`config.mk`:
```
export PLATFORM = sky130hd
export DESIGN_NAME = uart_tx_duas_palavras
export DESIGN_NICKNAME = d
export VERILOG_FILES = /design/src/rtl/uart_tx_duas_palavras.sv
export SDC_FILE = /design/constraint.sdc
export NUM_CORES = 1
export LEC_CHECK = 0
export BUFFER_PORTS_ARGS = -buffer_cell sky130_fd_sc_hd__buf_2
export CAP_MARGIN = 20
export CORE_MARGIN = 2
export CORE_UTILIZATION = 60
export CTS_CLUSTER_SIZE = 14
export DETAILED_ROUTE_END_ITERATION = 10
export GPL_ROUTABILITY_DRIVEN = 0
export PLACE_DENSITY_LB_ADDON = 0.25
export RECOVER_POWER = 100
export SYNTH_ARGS = -nofsm -noshare
export SYNTH_HDL_FRONTEND = slang
export SYNTH_SLANG_ARGS = --single-unit
```
`constraint.sdc`:
```
create_clock -name clock -period 3.59 [get_ports clock]
set_input_delay 0.5385 -clock clock [delete_from_list [all_inputs] [get_ports clock]]
set_output_delay 0.5385 -clock clock [all_outputs]
set_load 0.005 [all_outputs]
```
`src/rtl/uart_tx_duas_palavras.sv`:
```
`default_nettype none
// ============================================================================
// Module   : uart_tx_duas_palavras
// Purpose  : Sends a 16-bit response as two back-to-back 8N1 UART frames,
//            high byte first, each byte LSB first. There is no idle gap
//            between the two frames.
// Ports    : clock               - system clock, rising edge
//            reset               - asynchronous, active-low reset
//            iniciarTransmissao  - start request (taken only when free)
//            dadosParaEnviar     - 16-bit payload, latched at start
//            bitSerialAtualTX    - serial TX line, idle high
//            indicaTransmissao   - busy flag
//            bitsEstaoEnviados   - one-cycle done pulse
// Revision : 1.0 - initial release
// ============================================================================
module uart_tx_duas_palavras #(
    parameter int CLOCKS_POR_BIT = 5208
) (
    input  logic        clock,
    input  logic        reset,
    input  logic        iniciarTransmissao,
    input  logic [15:0] dadosParaEnviar,
    output logic        bitSerialAtualTX,
    output logic        indicaTransmissao,
    output logic        bitsEstaoEnviados
);

    localparam int CW = $clog2(CLOCKS_POR_BIT);
    localparam logic [CW-1:0] LAST_CYCLE = CW'(CLOCKS_POR_BIT - 1);

    typedef enum logic [2:0] {
        OCIOSO     = 3'd0,
        BIT_INICIO = 3'd1,
        BITS_DADOS = 3'd2,
        BIT_PARADA = 3'd3,
        LIMPEZA    = 3'd4
    } state_t;

    state_t         state_q, state_d;
    logic [CW-1:0]  cnt_q, cnt_d;
    logic [2:0]     bit_q, bit_d;
    logic           byte_q, byte_d;
    logic [15:0]    data_q, data_d;
    logic           tx_q, tx_d;
    logic           busy_q, busy_d;
    logic           done_q, done_d;

    logic [7:0]     cur_byte;
    logic [2:0]     bit_nxt;
    logic           last_cycle;

    assign cur_byte   = byte_q ? data_q[7:0] : data_q[15:8];
    assign bit_nxt    = bit_q + 3'd1;
    assign last_cycle = (cnt_q == LAST_CYCLE);

    // Outputs are computed one cycle ahead from the next state so that all
    // of them come straight from flops.
    always_comb begin
        state_d = state_q;
        cnt_d   = cnt_q;
        bit_d   = bit_q;
        byte_d  = byte_q;
        data_d  = data_q;
        tx_d    = tx_q;
        busy_d  = busy_q;
        done_d  = 1'b0;

        case (state_q)
            // The edge that leaves LIMPEZA is already the first idle edge,
            // so a start held high there is taken; this gives the 20C+1
            // back-to-back spacing.
            OCIOSO, LIMPEZA: begin
                tx_d   = 1'b1;
                busy_d = 1'b0;
                if (state_q == LIMPEZA) begin
                    state_d = OCIOSO;
                end
                if (iniciarTransmissao) begin
                    data_d  = dadosParaEnviar;
                    byte_d  = 1'b0;
                    bit_d   = 3'd0;
                    cnt_d   = '0;
                    state_d = BIT_INICIO;
                    tx_d    = 1'b0;
                    busy_d  = 1'b1;
                end
            end

            BIT_INICIO: begin
                if (last_cycle) begin
                    cnt_d   = '0;
                    bit_d   = 3'd0;
                    state_d = BITS_DADOS;
                    tx_d    = cur_byte[0];
                end else begin
                    cnt_d = cnt_q + CW'(1);
                end
            end

            BITS_DADOS: begin
                if (last_cycle) begin
                    cnt_d = '0;
                    bit_d = bit_nxt;  // wraps 7 -> 0 on the last data bit
                    if (bit_q == 3'd7) begin
                        state_d = BIT_PARADA;
                        tx_d    = 1'b1;
                    end else begin
                        tx_d = cur_byte[bit_nxt];
                    end
                end else begin
                    cnt_d = cnt_q + CW'(1);
                end
            end

            BIT_PARADA: begin
                if (last_cycle) begin
                    cnt_d = '0;
                    if (!byte_q) begin
                        byte_d  = 1'b1;
                        state_d = BIT_INICIO;
                        tx_d    = 1'b0;
                    end else begin
                        state_d = LIMPEZA;
                        tx_d    = 1'b1;
                        busy_d  = 1'b0;
                        done_d  = 1'b1;
                    end
                end else begin
                    cnt_d = cnt_q + CW'(1);
                end
            end

            default: begin
                state_d = OCIOSO;
                tx_d    = 1'b1;
                busy_d  = 1'b0;
            end
        endcase
    end

    always_ff @(posedge clock or negedge reset) begin
        if (!reset) begin
            state_q <= OCIOSO;
            cnt_q   <= '0;
            bit_q   <= 3'd0;
            byte_q  <= 1'b0;
            data_q  <= 16'h0000;
            tx_q    <= 1'b1;
            busy_q  <= 1'b0;
            done_q  <= 1'b0;
        end else begin
            state_q <= state_d;
            cnt_q   <= cnt_d;
            bit_q   <= bit_d;
            byte_q  <= byte_d;
            data_q  <= data_d;
            tx_q    <= tx_d;
            busy_q  <= busy_d;
            done_q  <= done_d;
        end
    end

    assign bitSerialAtualTX  = tx_q;
    assign indicaTransmissao = busy_q;
    assign bitsEstaoEnviados = done_q;

endmodule
`default_nettype wire

```
==> results.sh <==
export IMPL_track_usage=0.247
export IMPL_slowest_delay_ns=0.58
export IMPL_fmax_mhz=435
export IMPL_final_setup_viol_count=0
export IMPL_areaGrowthSynthToFinish_pct=10.8
export IMPL_overflow=0
export IMPL_wl_met1_mm=1.73
export IMPL_r2r_start="cnt_q[11]"
export IMPL_drtPass1Iterations=4
export IMPL_cp_max_fo=11
export IMPL_synth_avg_cell_area_um2=9.77
export IMPL_grt_max_degree=40
export IMPL_crit_type="reg2reg"
export IMPL_postRouteAntennaNets=0
export IMPL_fin_tns_setup_ns=0
export IMPL_run_status="finished with violations"
export IMPL_hp_start="dadosParaEnviar[11]"
export IMPL_hpwl_mm=2.75
export IMPL_setup_worst_path_start_class="flip-flop"
export IMPL_period_needed_ns=2.30
export IMPL_synthCells=200
export IMPL_dieArea_um2=3730
export IMPL_cts_tree="yes"
export IMPL_cts_resized=0
export IMPL_first_iter_violations=132
export IMPL_die_y_um=61.1
export IMPL_cts_setup_buffers=0
export IMPL_routed_wl_mm=3.81
export IMPL_worstSkewPairLatency_ns=0.35
export IMPL_critical_path_arrival_ns=2.60
export IMPL_grt_pass1_vias=1501
export IMPL_ios=22
export IMPL_powerDensity_nw_per_um2=424
export IMPL_cts_root_buffer="clkbuf_4"
export IMPL_yosysSeqAreaShare=0.500
export IMPL_route_detailed_drc=0
export IMPL_diodes=0
export IMPL_cp_end_kind="flip-flop"
export IMPL_top_layer="met4"
export IMPL_hold_buffers=0
export IMPL_cts_sinks=39
export IMPL_r2r_slack_ns=1.29
export IMPL_die_x_um=61.1
export IMPL_via_per_inst=5.55
export IMPL_num_rows=20
export IMPL_cts_clk_slew_worst_paths_ns=0.12
export IMPL_start_util=0.635
export IMPL_synth_edf_count=0
export IMPL_worstReg2RegEnd="bitSerialAtualTX"
export IMPL_post_route_util=0.703
export IMPL_cpLargestDelayFamily="simple AND/OR/NAND/NOR gates"
export IMPL_wl_met3_um=188
export IMPL_worstPathRequired_ns=3.89
export IMPL_worst_path_buf_inv=0
export IMPL_slowest_stage="or4b_1"
export IMPL_routedWlPerCell_um=14.4
export IMPL_rsz0062_at_grt="no"
export IMPL_ys_warn_count=0
export IMPL_worst_slew_pin_slew_ns=2.01
export IMPL_min_path_cells=3
export IMPL_cp_cell_sequence="or4b_1, nor4_4, a21o_1, nand2_1, o32a_1"
export IMPL_syn_num_nets=222
export IMPL_core_area_um2=3080
export IMPL_syn_area_um2=1950
export IMPL_violations="capacitance limit, slew limit"
export IMPL_max_cap_violations=1
export IMPL_slew_headroom=-0.338
export IMPL_antenna_found_initial=0
export IMPL_ys_types=43
export IMPL_ys_ff_latch=39
export IMPL_finalCritPeriodShare=0.641
export IMPL_hold_viol_final=0
export IMPL_hold_path_endpoint="data_q[11]"
export IMPL_ff2ff_path_depth=5
export IMPL_min_path_type="in2reg"
export IMPL_cts_htree_levels=2
export IMPL_cts_path_max_buffers=2
export IMPL_vdd_drop_max_uv=320
export IMPL_p_leak_nw=1.06
export IMPL_final_nets=242
export IMPL_grt_pass1_wl_mm=6.59
export IMPL_vias=1472
export IMPL_skew_ns=0.00960
export IMPL_drv_slew=40
export IMPL_ys_flop_type="dfrtp_1"
export IMPL_async_flop_share=1.00
export IMPL_cts_made_buffers=5
export IMPL_wl_met2_mm=1.83
export IMPL_portBuffers=21
export IMPL_drive_gt1_frac=0.186
-- cells by family after synthesis --
group / after synthesis / share of synthesized area
and+or+nand+nor: 101 / 0.246
DFF: 39 / 0.500
AOI/OAI and AO/OA: 27 / 0.0954
buffers and inverters: 12 / 0.0320
xor gates and xnor gates: 11 / 0.0493
muxes: 7 / 0.0576
adders and majority gates: 3 / 0.0192
-- through the flow --
step	instances	instance area, µm²	power (W)	hold slack (ns)	worst slack [ns]
2_1_floorplan	200	1950	0.000532	0.243	1.76
4_1_cts	265	2180	0.000933	0.285	1.25
3_3_place_gp	257	2080	0.000557	0.454	1.37
3_5_place_dp	257	2080	0.000563	0.459	1.28
6_report	265	2160	0.000919	0.364	1.29
5_1_grt	265	2160	0.000958	0.352	1.12
-- area by class of cell --
class,count,area [µm²]
clock inverters,3,67.6
multi-input cells,149,905
inverters,3,11.3
fillers,249,913
flip-flops and latches,39,977
well taps,44,55.1
repair buffers,22,111
clock buffers,5,37.5
-- how the worst max path moves through the flow --
stage | from | end | slack [ns] | depth (start not counted)
after floorplan | cnt_q[11] | bit_q[0] | 1.76 | 5
final | cnt_q[11] | bitSerialAtualTX | 1.29 | 5
after CTS | cnt_q[11] | bitSerialAtualTX | 1.25 | 5
after global routing | cnt_q[11] | state_q[0] | 1.12 | 5
after detailed placement | cnt_q[11] | bitSerialAtualTX | 1.28 | 5
after global placement | cnt_q[11] | bitSerialAtualTX | 1.37 | 5
-- state kept, by name (all words and copies together), names as in the netlist --
signal and cells:
data_q 16, cnt_q 13, bit_q 3, state_q 3, bitSerialAtualTX 1, bitsEstaoEnviados 1, byte_q 1, indicaTransmissao 1
-- worst min-delay path, stage by stage --
cell and delay [ns]:
buf_2 0.07, nand2_1 0.04, nand2_1 0.04
-- placed cells by master (no fill, tap or decap), drive strengths merged, types with 2 or more instances in the layout --
master	n
and4	2
nor2	15
bufinv	2
xor2	7
o22ai	2
buf	21
clkbuf	6
nand2	59
nand4	3
a21oi	7
ha	3
mux2	4
o21ai	7
nand2b	3
dfrtp	38
nor3	4
inv	3
nor2b	3
mux4	3
xnor2	4
a22o	3
nand3	4
-- where the power goes --
part	internal [W]	total [W]	leakage [nW]	switching (W)
sequential	0.000464	0.000488	0.490	0.0000242
clock	0.000216	0.000368	0.0514	0.000152
combinational	0.0000303	0.0000618	0.519	0.0000316
total	0.000711	0.000919	1.06	0.000208
-- synth_stat cells (2+ instances only) --
master	n	area, µm²
o21ai_0	3	15.0
a21oi_1	6	30.0
mux2_2	4	45.0
nand2b_1	3	18.8
a22o_1	3	26.3
ha_1	3	37.5
nand3_1	4	20.0
and4_1	2	17.5
inv_1	3	11.3
nor3_1	4	20.0
nor2b_1	3	18.8
buf_2	2	10.0
nand4_1	3	18.8
buf_6	2	22.5
dfrtp_1	38	951
nor2_1	14	52.6
o22ai_1	2	12.5
xnor2_1	4	35.0
xor2_1	7	61.3
o21ai_1	4	20.0
mux4_2	3	67.6
nand2_1	59	221
clkbuf_1	4	15.0
-- metal layers --
metal / GRT usage / vias to the layer above
met3: 0.0630 / 9
met5: 0 / -
li1: - / 720
met2: 0.377 / 48
met4: 0.0994 / 0
met1: 0.339 / 695
Power figures use the tool's default switching activity.
